<file path="src/rtl/proc_dmem_pkg.sv">
`default_nettype none
// ============================================================================
//  Module      : proc_dmem_pkg
//  Description : Shared types and constants for the M-stage data-memory
//                adapter. The state enum encodes the adapter FSM; the request
//                type constants are shared with the processor control unit.
//  Revision    : 1.0  initial release
// ============================================================================
package proc_dmem_pkg;

   typedef enum logic [1:0] {
      IDLE = 2'd0,
      REQ  = 2'd1,
      WAIT = 2'd2,
      DONE = 2'd3
   } dmem_state_t;

   localparam logic DMEM_READ  = 1'b0;
   localparam logic DMEM_WRITE = 1'b1;

endpackage : proc_dmem_pkg
`default_nettype wire

</file>
<file path="src/rtl/proc_dmem_adapter_if.sv">
`default_nettype none
// ============================================================================
//  Module      : proc_dmem_adapter_if
//  Description : Multi-cycle valid/ready data-memory port.
//                master : adapter side (drives the request, takes responses)
//                slave  : memory side (accepts requests, drives responses)
//                mem_req_val/rdy/type/addr/wdata : request channel
//                mem_resp_val/rdata              : response channel (no rdy;
//                                                  the adapter always accepts)
//  Revision    : 1.0  initial release
// ============================================================================
interface proc_dmem_adapter_if #(
   parameter int p_addr_nbits = 32,
   parameter int p_data_nbits = 32
) ();

   logic                    mem_req_val;
   logic                    mem_req_rdy;
   logic                    mem_req_type;
   logic [p_addr_nbits-1:0] mem_req_addr;
   logic [p_data_nbits-1:0] mem_req_wdata;
   logic                    mem_resp_val;
   logic [p_data_nbits-1:0] mem_resp_rdata;

   modport master (
      output mem_req_val,
      output mem_req_type,
      output mem_req_addr,
      output mem_req_wdata,
      input  mem_req_rdy,
      input  mem_resp_val,
      input  mem_resp_rdata
   );

   modport slave (
      input  mem_req_val,
      input  mem_req_type,
      input  mem_req_addr,
      input  mem_req_wdata,
      output mem_req_rdy,
      output mem_resp_val,
      output mem_resp_rdata
   );

endinterface : proc_dmem_adapter_if
`default_nettype wire

</file>
<file path="src/rtl/proc_dmem_adapter_register.sv">
`default_nettype none
// ============================================================================
//  Module      : Register
//  Description : Enabled register with synchronous active-high reset to zero.
//                clk, rst : clock / synchronous reset
//                en       : load enable
//                d        : next value, loaded when en is high
//                q        : stored value
//  Revision    : 1.0  initial release
// ============================================================================
module Register #(
   parameter int WIDTH = 1
) (
   input  logic             clk,
   input  logic             rst,
   input  logic             en,
   input  logic [WIDTH-1:0] d,
   output logic [WIDTH-1:0] q
);

   logic [WIDTH-1:0] q_q;
   logic [WIDTH-1:0] q_d;

   always_comb begin
      q_d = q_q;
      if (en) begin
         q_d = d;
      end
   end

   always_ff @(posedge clk) begin
      if (rst) begin
         q_q <= '0;
      end else begin
         q_q <= q_d;
      end
   end

   assign q = q_q;

endmodule : Register
`default_nettype wire

</file>
<file path="src/rtl/proc_dmem_adapter.sv">
`default_nettype none
// ============================================================================
//  Module      : proc_dmem_adapter
//  Description : Bridges the single-cycle M-stage data-memory request of the
//                five-stage pipeline to a multi-cycle valid/ready memory port
//                and raises stall_M while a transaction is outstanding.
//  Ports       : clk, rst              clock, synchronous active-high reset
//                dmemreq_val/type/addr/wdata  M-stage request
//                dmemresp_rdata        load data (valid in the DONE cycle)
//                stall_M               pipeline hold to the control unit
//                err_unexp_resp        sticky: response seen outside WAIT
//                err_misaligned        sticky: misaligned request (optional)
//                mem                   memory port (master modport)
//  Options     : PROC_DMEM_ADAPTER_ALIGN_CHECK_EN -- when defined, requests
//                with addr[1:0] != 0 complete locally without touching memory
//                (reads return 0) and set err_misaligned.
//  Revision    : 1.0  initial release
// ============================================================================
module proc_dmem_adapter
   import proc_dmem_pkg::*;
#(
   parameter int p_addr_nbits = 32,
   parameter int p_data_nbits = 32
) (
   input  logic                    clk,
   input  logic                    rst,
   input  logic                    dmemreq_val,
   input  logic                    dmemreq_type,
   input  logic [p_addr_nbits-1:0] dmemreq_addr,
   input  logic [p_data_nbits-1:0] dmemreq_wdata,
   output logic [p_data_nbits-1:0] dmemresp_rdata,
   output logic                    stall_M,
   output logic                    err_unexp_resp,
`ifdef PROC_DMEM_ADAPTER_ALIGN_CHECK_EN
   output logic                    err_misaligned,
`endif
   proc_dmem_adapter_if.master     mem
);

   dmem_state_t             state_q;
   dmem_state_t             state_d;
   logic                    req_en;
   logic                    rdata_en;
   logic [p_data_nbits-1:0] rdata_d;
   logic                    req_type_q;
   logic [p_addr_nbits-1:0] req_addr_q;
   logic [p_data_nbits-1:0] req_wdata_q;
   logic                    err_unexp_q;
   logic                    err_unexp_d;
`ifdef PROC_DMEM_ADAPTER_ALIGN_CHECK_EN
   logic                    err_mis_q;
   logic                    err_mis_d;
`endif

   // ------------------------------------------------------------------------
   // FSM next-state and outputs
   // ------------------------------------------------------------------------
   always_comb begin
      state_d         = state_q;
      req_en          = 1'b0;
      rdata_en        = 1'b0;
      rdata_d         = mem.mem_resp_rdata;
      stall_M         = 1'b0;
      mem.mem_req_val = 1'b0;
      err_unexp_d     = err_unexp_q;
`ifdef PROC_DMEM_ADAPTER_ALIGN_CHECK_EN
      err_mis_d       = err_mis_q;
`endif

      case (state_q)
         IDLE: begin
            if (dmemreq_val) begin
               stall_M = 1'b1;
               req_en  = 1'b1;
`ifdef PROC_DMEM_ADAPTER_ALIGN_CHECK_EN
               // Misaligned accesses never reach memory: complete next cycle.
               if (dmemreq_addr[1:0] != 2'b00) begin
                  state_d   = DONE;
                  err_mis_d = 1'b1;
                  if (dmemreq_type == DMEM_READ) begin
                     rdata_en = 1'b1;
                     rdata_d  = '0;
                  end
               end else begin
                  state_d = REQ;
               end
`else
               state_d = REQ;
`endif
            end
         end
         REQ: begin
            stall_M         = 1'b1;
            mem.mem_req_val = 1'b1;
            if (mem.mem_req_rdy) begin
               state_d = WAIT;
            end
         end
         WAIT: begin
            stall_M = 1'b1;
            if (mem.mem_resp_val) begin
               state_d = DONE;
               // Write responses carry no data; keep the previous load value.
               if (req_type_q == DMEM_READ) begin
                  rdata_en = 1'b1;
               end
            end
         end
         DONE: begin
            // The pipeline advances this cycle, so no stall and no capture.
            state_d = IDLE;
         end
         default: begin
            state_d = IDLE;
         end
      endcase

      // Responses are only expected in WAIT; anything else is latched as an
      // error and otherwise ignored.
      if (mem.mem_resp_val && (state_q != WAIT)) begin
         err_unexp_d = 1'b1;
      end
   end

   always_ff @(posedge clk) begin
      if (rst) begin
         state_q     <= IDLE;
         err_unexp_q <= 1'b0;
`ifdef PROC_DMEM_ADAPTER_ALIGN_CHECK_EN
         err_mis_q   <= 1'b0;
`endif
      end else begin
         state_q     <= state_d;
         err_unexp_q <= err_unexp_d;
`ifdef PROC_DMEM_ADAPTER_ALIGN_CHECK_EN
         err_mis_q   <= err_mis_d;
`endif
      end
   end

   // ------------------------------------------------------------------------
   // Request and load-data registers
   // ------------------------------------------------------------------------
   Register #(.WIDTH(1)) u_req_type (
      .clk (clk),
      .rst (rst),
      .en  (req_en),
      .d   (dmemreq_type),
      .q   (req_type_q)
   );

   Register #(.WIDTH(p_addr_nbits)) u_req_addr (
      .clk (clk),
      .rst (rst),
      .en  (req_en),
      .d   (dmemreq_addr),
      .q   (req_addr_q)
   );

   Register #(.WIDTH(p_data_nbits)) u_req_wdata (
      .clk (clk),
      .rst (rst),
      .en  (req_en),
      .d   (dmemreq_wdata),
      .q   (req_wdata_q)
   );

   Register #(.WIDTH(p_data_nbits)) u_rdata (
      .clk (clk),
      .rst (rst),
      .en  (rdata_en),
      .d   (rdata_d),
      .q   (dmemresp_rdata)
   );

   assign mem.mem_req_type  = req_type_q;
   assign mem.mem_req_addr  = req_addr_q;
   assign mem.mem_req_wdata = req_wdata_q;
   assign err_unexp_resp    = err_unexp_q;
`ifdef PROC_DMEM_ADAPTER_ALIGN_CHECK_EN
   assign err_misaligned    = err_mis_q;
`endif

endmodule : proc_dmem_adapter
`default_nettype wire

</file>
<file path="src/flat_wrapper.sv">
// flat-port wrapper written by rule: the top's interface ports become plain ports
module proc_dmem_adapter_flat import proc_dmem_pkg::*;
#(
   parameter int p_addr_nbits = 32,
   parameter int p_data_nbits = 32
)
  (clk, rst, dmemreq_val, dmemreq_type, dmemreq_addr, dmemreq_wdata, dmemresp_rdata, stall_M, err_unexp_resp, mem_mem_req_val, mem_mem_req_type, mem_mem_req_addr, mem_mem_req_wdata, mem_mem_req_rdy, mem_mem_resp_val, mem_mem_resp_rdata);
  proc_dmem_adapter_if #(.p_addr_nbits(p_addr_nbits), .p_data_nbits(p_data_nbits)) mem_i ();
  input  logic clk;
  input  logic rst;
  input  logic dmemreq_val;
  input  logic dmemreq_type;
  input  logic [p_addr_nbits-1:0] dmemreq_addr;
  input  logic [p_data_nbits-1:0] dmemreq_wdata;
  output logic [p_data_nbits-1:0] dmemresp_rdata;
  output logic stall_M;
  output logic err_unexp_resp;
  output wire logic [$bits(mem_i.mem_req_val)-1:0] mem_mem_req_val;
  output wire logic [$bits(mem_i.mem_req_type)-1:0] mem_mem_req_type;
  output wire logic [$bits(mem_i.mem_req_addr)-1:0] mem_mem_req_addr;
  output wire logic [$bits(mem_i.mem_req_wdata)-1:0] mem_mem_req_wdata;
  input wire logic [$bits(mem_i.mem_req_rdy)-1:0] mem_mem_req_rdy;
  input wire logic [$bits(mem_i.mem_resp_val)-1:0] mem_mem_resp_val;
  input wire logic [$bits(mem_i.mem_resp_rdata)-1:0] mem_mem_resp_rdata;
  assign mem_mem_req_val = mem_i.mem_req_val;
  assign mem_mem_req_type = mem_i.mem_req_type;
  assign mem_mem_req_addr = mem_i.mem_req_addr;
  assign mem_mem_req_wdata = mem_i.mem_req_wdata;
  assign mem_i.mem_req_rdy = mem_mem_req_rdy;
  assign mem_i.mem_resp_val = mem_mem_resp_val;
  assign mem_i.mem_resp_rdata = mem_mem_resp_rdata;
  proc_dmem_adapter #(.p_addr_nbits(p_addr_nbits), .p_data_nbits(p_data_nbits)) u_core (.clk(clk), .rst(rst), .dmemreq_val(dmemreq_val), .dmemreq_type(dmemreq_type), .dmemreq_addr(dmemreq_addr), .dmemreq_wdata(dmemreq_wdata), .dmemresp_rdata(dmemresp_rdata), .stall_M(stall_M), .err_unexp_resp(err_unexp_resp), .mem(mem_i));
endmodule
</file>
<file path="config.mk">
export PLATFORM = sky130hd
export DESIGN_NAME = proc_dmem_adapter_flat
export DESIGN_NICKNAME = d
export VERILOG_FILES = /design/src/rtl/proc_dmem_pkg.sv /design/src/rtl/proc_dmem_adapter_if.sv /design/src/rtl/proc_dmem_adapter_register.sv /design/src/rtl/proc_dmem_adapter.sv /design/src/flat_wrapper.sv
export SDC_FILE = /design/constraint.sdc
export NUM_CORES = 1
export LEC_CHECK = 0
export ABC_AREA = 1
export CAP_MARGIN = 15
export CORE_UTILIZATION = 41
export DETAILED_ROUTE_END_ITERATION = 10
export GPL_TIMING_DRIVEN = 0
export PLACE_DENSITY = 0.92
export SLEW_MARGIN = 20
export SYNTH_ARGS = -nofsm -noshare
export SYNTH_HDL_FRONTEND = slang
export SYNTH_HIERARCHICAL = 1
export SYNTH_SLANG_ARGS = --single-unit
</file>
<file path="constraint.sdc">
create_clock -name clk -period 1.8 [get_ports clk]
set_input_delay 0.36 -clock clk [delete_from_list [all_inputs] [get_ports clk]]
set_output_delay 0.36 -clock clk [all_outputs]
set_load 0.01 [all_outputs]
</file>
==> flow_metrics.env, run 1 <==
export IMPL_synth_simple_area_share=0.360
export IMPL_drive_gt1_frac=0.0711
export IMPL_synth_top_area_cell="dfxtp_1"
export IMPL_viasPerCell=4.21
export IMPL_max_freq_mhz=586
export IMPL_synthFlopType="dfxtp_1"
export IMPL_multi_input_area_mm2=0.00163
export IMPL_syn_area_mm2=0.00431
export IMPL_layout_cells_non_filler=1008
export IMPL_p_sw_mw=2.80
export IMPL_crit_fanout=4
export IMPL_final_max_slew_viol_count=0
export IMPL_use_met3=0.0711
export IMPL_clockPowerShare=0.162
export IMPL_use_met1=0.227
export IMPL_synthAdderAreaFrac=0.0145
export IMPL_crit_type="flip-flop to output port"
export IMPL_routedWlPerCell_um=10.8
export IMPL_io_pins=202
export IMPL_grt_start_max_net_pins=17
export IMPL_maxSlewHeadroom=0.823
export IMPL_min_period_ns=1.71
export IMPL_cts_sinks=100
export IMPL_place_congestion=0.804
export IMPL_drtIter0Drc=174
export IMPL_end_kind="output port"
export IMPL_swShare=0.344
export IMPL_cellPowerDensity_mw_per_mm2=1210
export IMPL_layout_nets=974
export IMPL_cellInternalPower_mw=5.33
export IMPL_pwr_share_comb=0.459
export IMPL_antenna_found_initial=0
export IMPL_ir_worst_vdd_mv=0.751
export IMPL_routed_wl_um=10900
export IMPL_regArea_mm2=0.00201
export IMPL_status="completed"
export IMPL_grt_pass1_vias=3974
export IMPL_max_cap_viol_count=0
export IMPL_start_util=0.420
export IMPL_antenna_left=0
export IMPL_cp_start_kind="flip-flop"
export IMPL_synth_compound_area_share=0.00116
export IMPL_clock_latency_ns=0.35
export IMPL_synthTopCellsByArea="dfxtp_1, nor2_1, nand2_1"
export IMPL_synth_seq_cells=100
export IMPL_num_rows=37
export IMPL_coreArea_mm2=0.0103
export IMPL_worst_ep_required_time_ns=1.44
export IMPL_dr_total_vias=4248
export IMPL_yosysWarningCount=6
export IMPL_synth_nets=758
export IMPL_dieArea_mm2=0.0109
export IMPL_async_flop_share=0
export IMPL_power_frac_seq=0.379
export IMPL_cts_hold_buf=0
export IMPL_hold_path_class="flip-flop to flip-flop"
export IMPL_n_fill_cell=900
export IMPL_tightest_slew_ns=0.265
export IMPL_synth_area_per_cell_um2=6.62
export IMPL_cts_root_buf="clkbuf_8"
export IMPL_use_met2=0.353
export IMPL_synthTopCellsByCount="nor2_1, nand2_1, inv_1, dfxtp_1, buf_6"
export IMPL_clockBufferDepth=2
export IMPL_htreeDepth=3
export IMPL_die_h_um=105
export IMPL_hold_viol=0
export IMPL_synth_most_common_cell="nor2_1"
export IMPL_grt_most_used_layer="met2"
export IMPL_diodes=0
export IMPL_setup_violations=0
export IMPL_yosysSeqAreaShare=0.464
export IMPL_io_buffers=201
export IMPL_synth_cells=651
export IMPL_overflow=0
export IMPL_fin_skew_ns=0.00804
export IMPL_synth_top_area_frac=0.464
export IMPL_numCtsBuffers=9
export IMPL_synth_top_family_by_area="simple AND/OR/NAND/NOR gates"
export IMPL_firstDrtPassIters=4
export IMPL_synthDistinctLibCells=14
export IMPL_placedCellCount=988
export IMPL_path_clk_slew_ns=0.10
export IMPL_tns_ns=0
export IMPL_synth_xor_xnor_area_share=0
export IMPL_hpwl_um=8240
export IMPL_synth_edff_count=0
export IMPL_arrival_ns=1.35
export IMPL_p_leak_nw=3.26
export IMPL_period_share=0.948
export IMPL_grt_pass1_wl_um=18000
export IMPL_drc=0
export IMPL_grt_usage=0.203
export IMPL_die_width_um=105
export IMPL_synthMuxAreaShare=0
export IMPL_area_delta_synth_final_pct=55.9
export IMPL_tritoncts="yes"
[area by class of cell]
class,count,area share
well taps,136,0.0253
repair buffers,205,0.303
inverters,109,0.0616
clock inverters,5,0.00558
multi-input cells,412,0.243
clock buffers,11,0.0210
plain buffers,30,0.0419
flip-flops and latches,100,0.298
[path summary, 6_finish.rpt]
check,slack (ns),depth (start not counted),from,endpoint
worst max-delay path,0.09,7,u_core/state_q[0],stall_M
worst min-delay path,0.47,2,u_core/u_req_addr/q[19],u_core/u_req_addr/q[19]
worst max register to register,0.16,10,u_core/state_q[0],u_core/u_rdata/q[23]
worst min register to register,0.47,2,u_core/u_req_addr/q[19],u_core/u_req_addr/q[19]
[metrics by stage]
stage	instance area, µm²	setup WS (ns)	util	hold slack [ns]	power [mW]
final	6720	0.0936	0.654	0.472	8.14
after detailed placement	6490	-0.329	0.632	0.461	6.76
after floorplan	4310	0.410	-	0.432	5.03
after global placement	6490	-0.352	0.632	0.448	6.67
after global routing	6720	-0.0209	0.654	0.488	8.73
after CTS	6670	-0.0414	0.649	0.473	8.10
[flip-flops by register name (all words and copies together) (netlist names)]
register,cells
u_core/err_unexp_resp,1
u_core/u_req_type/q,1
u_core/u_req_addr/q,32
u_core/state_q,2
u_core/u_req_wdata/q,32
u_core/u_rdata/q,32
[timing repair]
item | 4_1_cts | 5_1_grt
pin swaps | 0 | 2
setup buffers | 0 | 4
gates resized for setup | 11 | 5
endpoints found under the setup margin | 2 | 1
gates cloned | 0 | 0
[metal layers]
layer,part of all wire,vias to the layer above
li1,-,2264
met1,0.42,1821
met2,0.48,145
met3,0.078,18
met4,0.021,0
met5,0,-
[cell families after synthesis]
group | count (synthesis)
fa+ha+maj | 5
compound gates | 1
flops | 100
buf+inv | 139
simple gates | 406
[power groups by stage]
stage	Combinational, mW	Sequential (mW)	Clock, mW
after floorplan	1.66	3.36	0
after global placement	3.58	3.09	0
after detailed placement	3.65	3.11	0
after CTS	3.65	3.08	1.37
after global routing	4.10	3.15	1.47
final	3.74	3.09	1.32
[layout by cell type, fill, tap and decap left out, drive strengths merged]
cell type      count
a21oi              1
buf               35
clkbuf            11
clkdlybuf4s50    199
clkinv             3
clkinvlp           2
dfxtp            100
dlygate4sd2        1
ha                 5
inv              109
nand2            202
nand3              1
nor2             201
nor3               1
or2                1
[critical path: stages (launching register included)]
cell	delay, ns
dfxtp_4	0.37
inv_4	0.07
ha_4	0.13
nand2_2	0.05
inv_2	0.08
nor2_1	0.04
nor2_1	0.11
buf_4	0.15
No activity file was read; power rests on OpenSTA's default activity.
==> run 2, diff against run 1 <==
--- a/config.mk
+++ b/config.mk
@@ -11,2 +11,3 @@
 export DETAILED_ROUTE_END_ITERATION = 10
+export GPL_ROUTABILITY_DRIVEN = 0
 export GPL_TIMING_DRIVEN = 0
--- a/constraint.sdc
+++ b/constraint.sdc
@@ -3,2 +3,2 @@
 set_output_delay 0.36 -clock clk [all_outputs]
-set_load 0.01 [all_outputs]
+set_load 0.1 [all_outputs]
==> flow_metrics.env, run 2 (synthesized netlist as in run 1, its figures left out) <==
export IMPL_status="completed"
export IMPL_rsz0062_at_grt="true"
export IMPL_clock_latency_ns=0.36
export IMPL_num_rows=37
export IMPL_htreeDepth=3
export IMPL_hold_path_class="flip-flop to flip-flop"
export IMPL_cts_hold_buf=0
export IMPL_worst_ep_required_time_ns=1.44
export IMPL_grt_start_max_net_pins=17
export IMPL_max_cap_viol_count=0
export IMPL_wl_met2_um=5600
export IMPL_layout_setup_ws_ns=0.0464
export IMPL_min_period_ns=1.75
export IMPL_cts_root_buf="clkbuf_8"
export IMPL_cts_sinks=100
export IMPL_crit_type="flip-flop to output port"
export IMPL_n_fill_cell=854
export IMPL_start_util=0.420
export IMPL_cellPowerDensity_mw_per_mm2=1740
export IMPL_io_buffers=201
export IMPL_viasPerCell=4.28
export IMPL_routedWlPerCell_um=11.0
export IMPL_final_max_slew_viol_count=0
export IMPL_layout_nets=973
export IMPL_fin_skew_ns=0.0147
export IMPL_diodes=0
export IMPL_layout_cells_non_filler=1007
export IMPL_area_delta_synth_final_pct=59.4
export IMPL_p_leak_nw=3.31
export IMPL_hold_viol=0
export IMPL_drtIter0Drc=168
export IMPL_path_clk_slew_ns=0.09
export IMPL_antenna_found_initial=0
export IMPL_whs_ns=0.473
export IMPL_crit_start="u_core/state_q[1]"
export IMPL_crit_fanout=4
export IMPL_maxSlewHeadroom=0.619
export IMPL_die_width_um=105
export IMPL_dieArea_mm2=0.0109
export IMPL_final_util=0.669
export IMPL_setup_violations=0
export IMPL_die_h_um=105
export IMPL_drive_gt1_frac=0.185
export IMPL_arrival_ns=1.39
export IMPL_wl_met3_um=678
export IMPL_end_kind="output port"
export IMPL_routed_wl_um=11100
export IMPL_hpwl_um=8170
export IMPL_mostFrequentLayoutCells="nor2_1, nand2_1, inv_1"
export IMPL_placedCellCount=988
export IMPL_ir_worst_vdd_mv=0.991
export IMPL_r2r_setup_slack_ns=0.26
export IMPL_tritoncts="yes"
export IMPL_firstDrtPassIters=4
export IMPL_tightest_slew_ns=0.574
export IMPL_numCtsBuffers=9
export IMPL_top_layer="met4"
export IMPL_dr_total_vias=4308
export IMPL_max_freq_mhz=570
export IMPL_cp_start_kind="flip-flop"
export IMPL_period_share=0.974
export IMPL_grt_pass1_vias=4063
export IMPL_grt_usage=0.204
export IMPL_grt_pass1_wl_um=18200
export IMPL_drt_met1_wl_um=4630
export IMPL_antenna_left=0
export IMPL_coreArea_mm2=0.0103
export IMPL_drc=0
export IMPL_r2r_start="u_core/state_q[0]"
export IMPL_io_pins=202
export IMPL_clockBufferDepth=2
export IMPL_min_delay_start="u_core/u_req_addr/q[15]"
export IMPL_overflow=0
export IMPL_dpl_worst_slack_ns=-0.920
-- run 2: power breakdown --
group	total [mW]	internal [mW]	leakage (nW)	switching, mW
sequential	3.09	2.79	0.824	0.301
clock	1.33	0.553	0.0872	0.772
combinational	7.55	1.90	2.40	5.64
-- run 2: routing by layer --
metal / vias up / track usage
li1: 2267 / -
met1: 1877 / 0.226
met2: 148 / 0.377
met3: 16 / 0.0455
met4: 0 / 0.0765
met5: - / 0
-- run 2: per-stage QoR --
stage / total power, mW / instance area, µm² / setup TNS, ns
detailed placement: 10.6 / 6500 / -2.41
CTS: 11.9 / 6830 / -0.0648
global placement: 10.5 / 6500 / -2.07
finish: 12.0 / 6870 / 0
floorplan: 8.93 / 4320 / 0
global route: 12.5 / 6870 / -0.0253
-- run 2: worst paths after layout --
| kind | cells after the start | endpoint |
|---|---|---|
| setup reg to reg | 9 | u_core/u_rdata/q[28] |
| setup / recovery | 5 | stall_M |
| hold / removal | 2 | u_core/u_req_addr/q[15] |
| hold reg to reg | 2 | u_core/u_req_addr/q[15] |
-- run 2: repair_timing --
| item | CTS | global route |
|---|---|---|
| endpoints found under the hold margin | 0 | 0 |
| gates cloned | 0 | 0 |
| gates resized for setup | 317 | 6 |
| setup buffers | 0 | 3 |
| setup endpoints to repair | 100 | 1 |
-- run 2: worst max-delay path, stage by stage, from the launching register on --
cell and delay (ns):
dfxtp_2 0.38, inv_4 0.06, ha_4 0.28, nor2_4 0.04, nor2_4 0.09, buf_12 0.18
-- run 2: final cells by class --
class	count	area, µm²	area share
Buffer	30	282	0.0410
Clock buffer	12	145	0.0211
Clock inverter	4	33.8	0.00492
Inverter	109	417	0.0606
Multi-Input combinational cell	412	1650	0.241
Sequential cell	100	2010	0.292
Tap cell	136	170	0.0248
Timing Repair Buffer	204	2160	0.315
==> run 3, diff against run 2 <==
ABC_AREA = not set   (was 1)
CORE_UTILIZATION = 39   (was 41)
==> flow_metrics.env, run 3 <==
export IMPL_status="completed"
export IMPL_grt_pass1_wl_um=15800
export IMPL_grt_usage=0.203
export IMPL_dr_total_vias=3147
export IMPL_crit_type="input port to output port"
export IMPL_coreArea_mm2=0.00928
export IMPL_synth_top_family_by_area="multiplexers"
export IMPL_synth_most_common_cell="nor2_1"
export IMPL_multi_input_area_mm2=0.00153
export IMPL_synthTopCellsByArea="dfxtp_1, mux2i_1, nor2_1"
export IMPL_placedCellCount=670
export IMPL_cts_root_buf="clkbuf_8"
export IMPL_synthDistinctLibCells=16
export IMPL_tritoncts="yes"
export IMPL_synth_cells=340
export IMPL_crit_fanout=3
export IMPL_synth_simple_area_share=0.116
export IMPL_synthFlopType="dfxtp_1"
export IMPL_synth_compound_area_share=0.00399
export IMPL_drtIter0Drc=44
export IMPL_clockBufferDepth=2
export IMPL_drc=0
export IMPL_period_share=0.982
export IMPL_synth_top_area_cell="dfxtp_1"
export IMPL_antenna_found_initial=0
export IMPL_overflow=0
export IMPL_clock_latency_ns=0.35
export IMPL_synth_nets=447
export IMPL_synthMuxAreaShare=0.261
export IMPL_diodes=0
export IMPL_final_max_slew_viol_count=0
export IMPL_whs_ns=0.500
export IMPL_htreeDepth=3
export IMPL_tightest_slew_ns=0.780
export IMPL_cellPowerDensity_mw_per_mm2=1540
export IMPL_worst_ep_required_time_ns=1.44
export IMPL_layout_cells_non_filler=688
export IMPL_dieArea_mm2=0.0100
export IMPL_hold_viol=0
export IMPL_io_pins=202
export IMPL_firstDrtPassIters=4
export IMPL_p_leak_nw=2.43
export IMPL_rsz0062_at_grt="true"
export IMPL_async_flop_share=0
export IMPL_syn_area_mm2=0.00376
export IMPL_mostFrequentLayoutCells="clkdlybuf4s50_1, nor2_1, clkdlybuf4s15_2, mux2i_1, dfxtp_1"
export IMPL_maxSlewHeadroom=0.479
export IMPL_synth_edff_count=0
export IMPL_routed_wl_um=10200
export IMPL_die_width_um=100
export IMPL_n_fill_cell=734
export IMPL_arrival_ns=1.41
export IMPL_synth_seq_cells=100
export IMPL_viasPerCell=4.57
export IMPL_synth_top_area_frac=0.533
export IMPL_num_rows=35
export IMPL_die_h_um=100
export IMPL_cp_start_kind="input port"
export IMPL_hold_path_class="flip-flop to flip-flop"
export IMPL_layout_nets=662
export IMPL_routedWlPerCell_um=14.9
export IMPL_fin_skew_ns=0.0156
export IMPL_yosysSeqAreaShare=0.533
export IMPL_synth_xor_xnor_area_share=0
export IMPL_cts_sinks=100
export IMPL_numCtsBuffers=9
export IMPL_final_common_cell="clkdlybuf4s50_1"
export IMPL_end_kind="output port"
export IMPL_regArea_mm2=0.00201
export IMPL_antenna_left=0
export IMPL_io_buffers=201
export IMPL_synth_area_per_cell_um2=11.1
export IMPL_synthTopCellsByCount="nor2_1, dfxtp_1, mux2i_1, buf_12, clkbuf_1"
export IMPL_max_freq_mhz=566
export IMPL_drive_gt1_frac=0.249
export IMPL_min_period_ns=1.77
export IMPL_ir_worst_vdd_mv=0.714
export IMPL_max_cap_viol_count=0
export IMPL_start_util=0.405
export IMPL_grt_start_max_net_pins=19
export IMPL_hpwl_um=7900
export IMPL_grt_pass1_vias=3359
export IMPL_yosysWarningCount=6
export IMPL_synthAdderAreaFrac=0.0166
export IMPL_path_clk_slew_ns=0.08
export IMPL_area_delta_synth_final_pct=68.2
export IMPL_setup_violations=0
## run 3: critical path, cell delays in order
cell,delay (ns)
clkdlybuf4s50_1,0.54
and2_4,0.20
nor2_4,0.04
nor2_4,0.09
buf_12,0.18
## run 3: worst paths after layout
path | startpoint | endpoint | slack (ns) | depth (start not counted)
worst max-delay path | dmemreq_val | stall_M | 0.03 | 5
worst max register to register | u_core/state_q[0] | u_core/u_req_wdata/q[27] | 0.18 | 8
worst min register to register | u_core/err_unexp_resp | u_core/err_unexp_resp | 0.50 | 2
worst min-delay path | u_core/err_unexp_resp | u_core/err_unexp_resp | 0.50 | 2
## run 3: per-layer routing
| layer | share of wire | GRT usage | up-vias |
|---|---|---|---|
| met3 | 0.074 | 0.0627 | 7 |
| met4 | 0.0079 | 0.0513 | 0 |
| met1 | 0.37 | 0.199 | 1474 |
| li1 | - | - | 1546 |
| met2 | 0.54 | 0.405 | 120 |
| met5 | 0 | 0 | - |
## run 3: kinds of logic (layout without fill, tap and decap cells)
family                     count (synthesis)  in the layout
AOI/OAI and AO/OA                          2              2
adders and majority gates                  5              5
buffers and inverters                     25            244
DFF                                      100            100
muxes                                     98             98
and+or+nand+nor                          110            110
## run 3: metrics by stage
step | util | TNS [ns] | power, mW | cell area [µm²] | worst slack [ns]
2_1_floorplan | - | 0 | 7.07 | 3770 | 0.0904
3_3_place_gp | 0.640 | -19.21 | 8.18 | 5940 | -1.13
3_5_place_dp | 0.640 | -22.75 | 8.31 | 5940 | -1.12
4_1_cts | 0.676 | -0.0703 | 9.73 | 6270 | -0.0703
5_1_grt | 0.681 | -0.0117 | 10.1 | 6320 | -0.0117
6_report | 0.681 | 0 | 9.74 | 6320 | 0.0329
## run 3: area by class of cell
type / instances / area share
inverter: 4 / 0.00317
multi-input combinational: 215 / 0.241
buffer: 21 / 0.0392
tap: 129 / 0.0255
clock buffer: 10 / 0.0202
clock inverter: 5 / 0.00970
timing repair buffer: 204 / 0.343
sequential: 100 / 0.318
## run 3: repair_timing
action                                 CTS  global route
setup endpoints to repair              100            11
cloned                                   0             0
endpoints found under the hold margin    0             0
resized for setup                      317             7
setup buffers                            0             3
hold buffers                             0             0
pin swaps                                0             0
## run 3: power breakdown
part           total [mW]  leakage [nW]  internal, mW  switching (mW)
clock network        1.39        0.0850         0.641           0.750
logic                5.55          1.52          1.75            3.80
registers            2.80         0.818          2.59           0.208
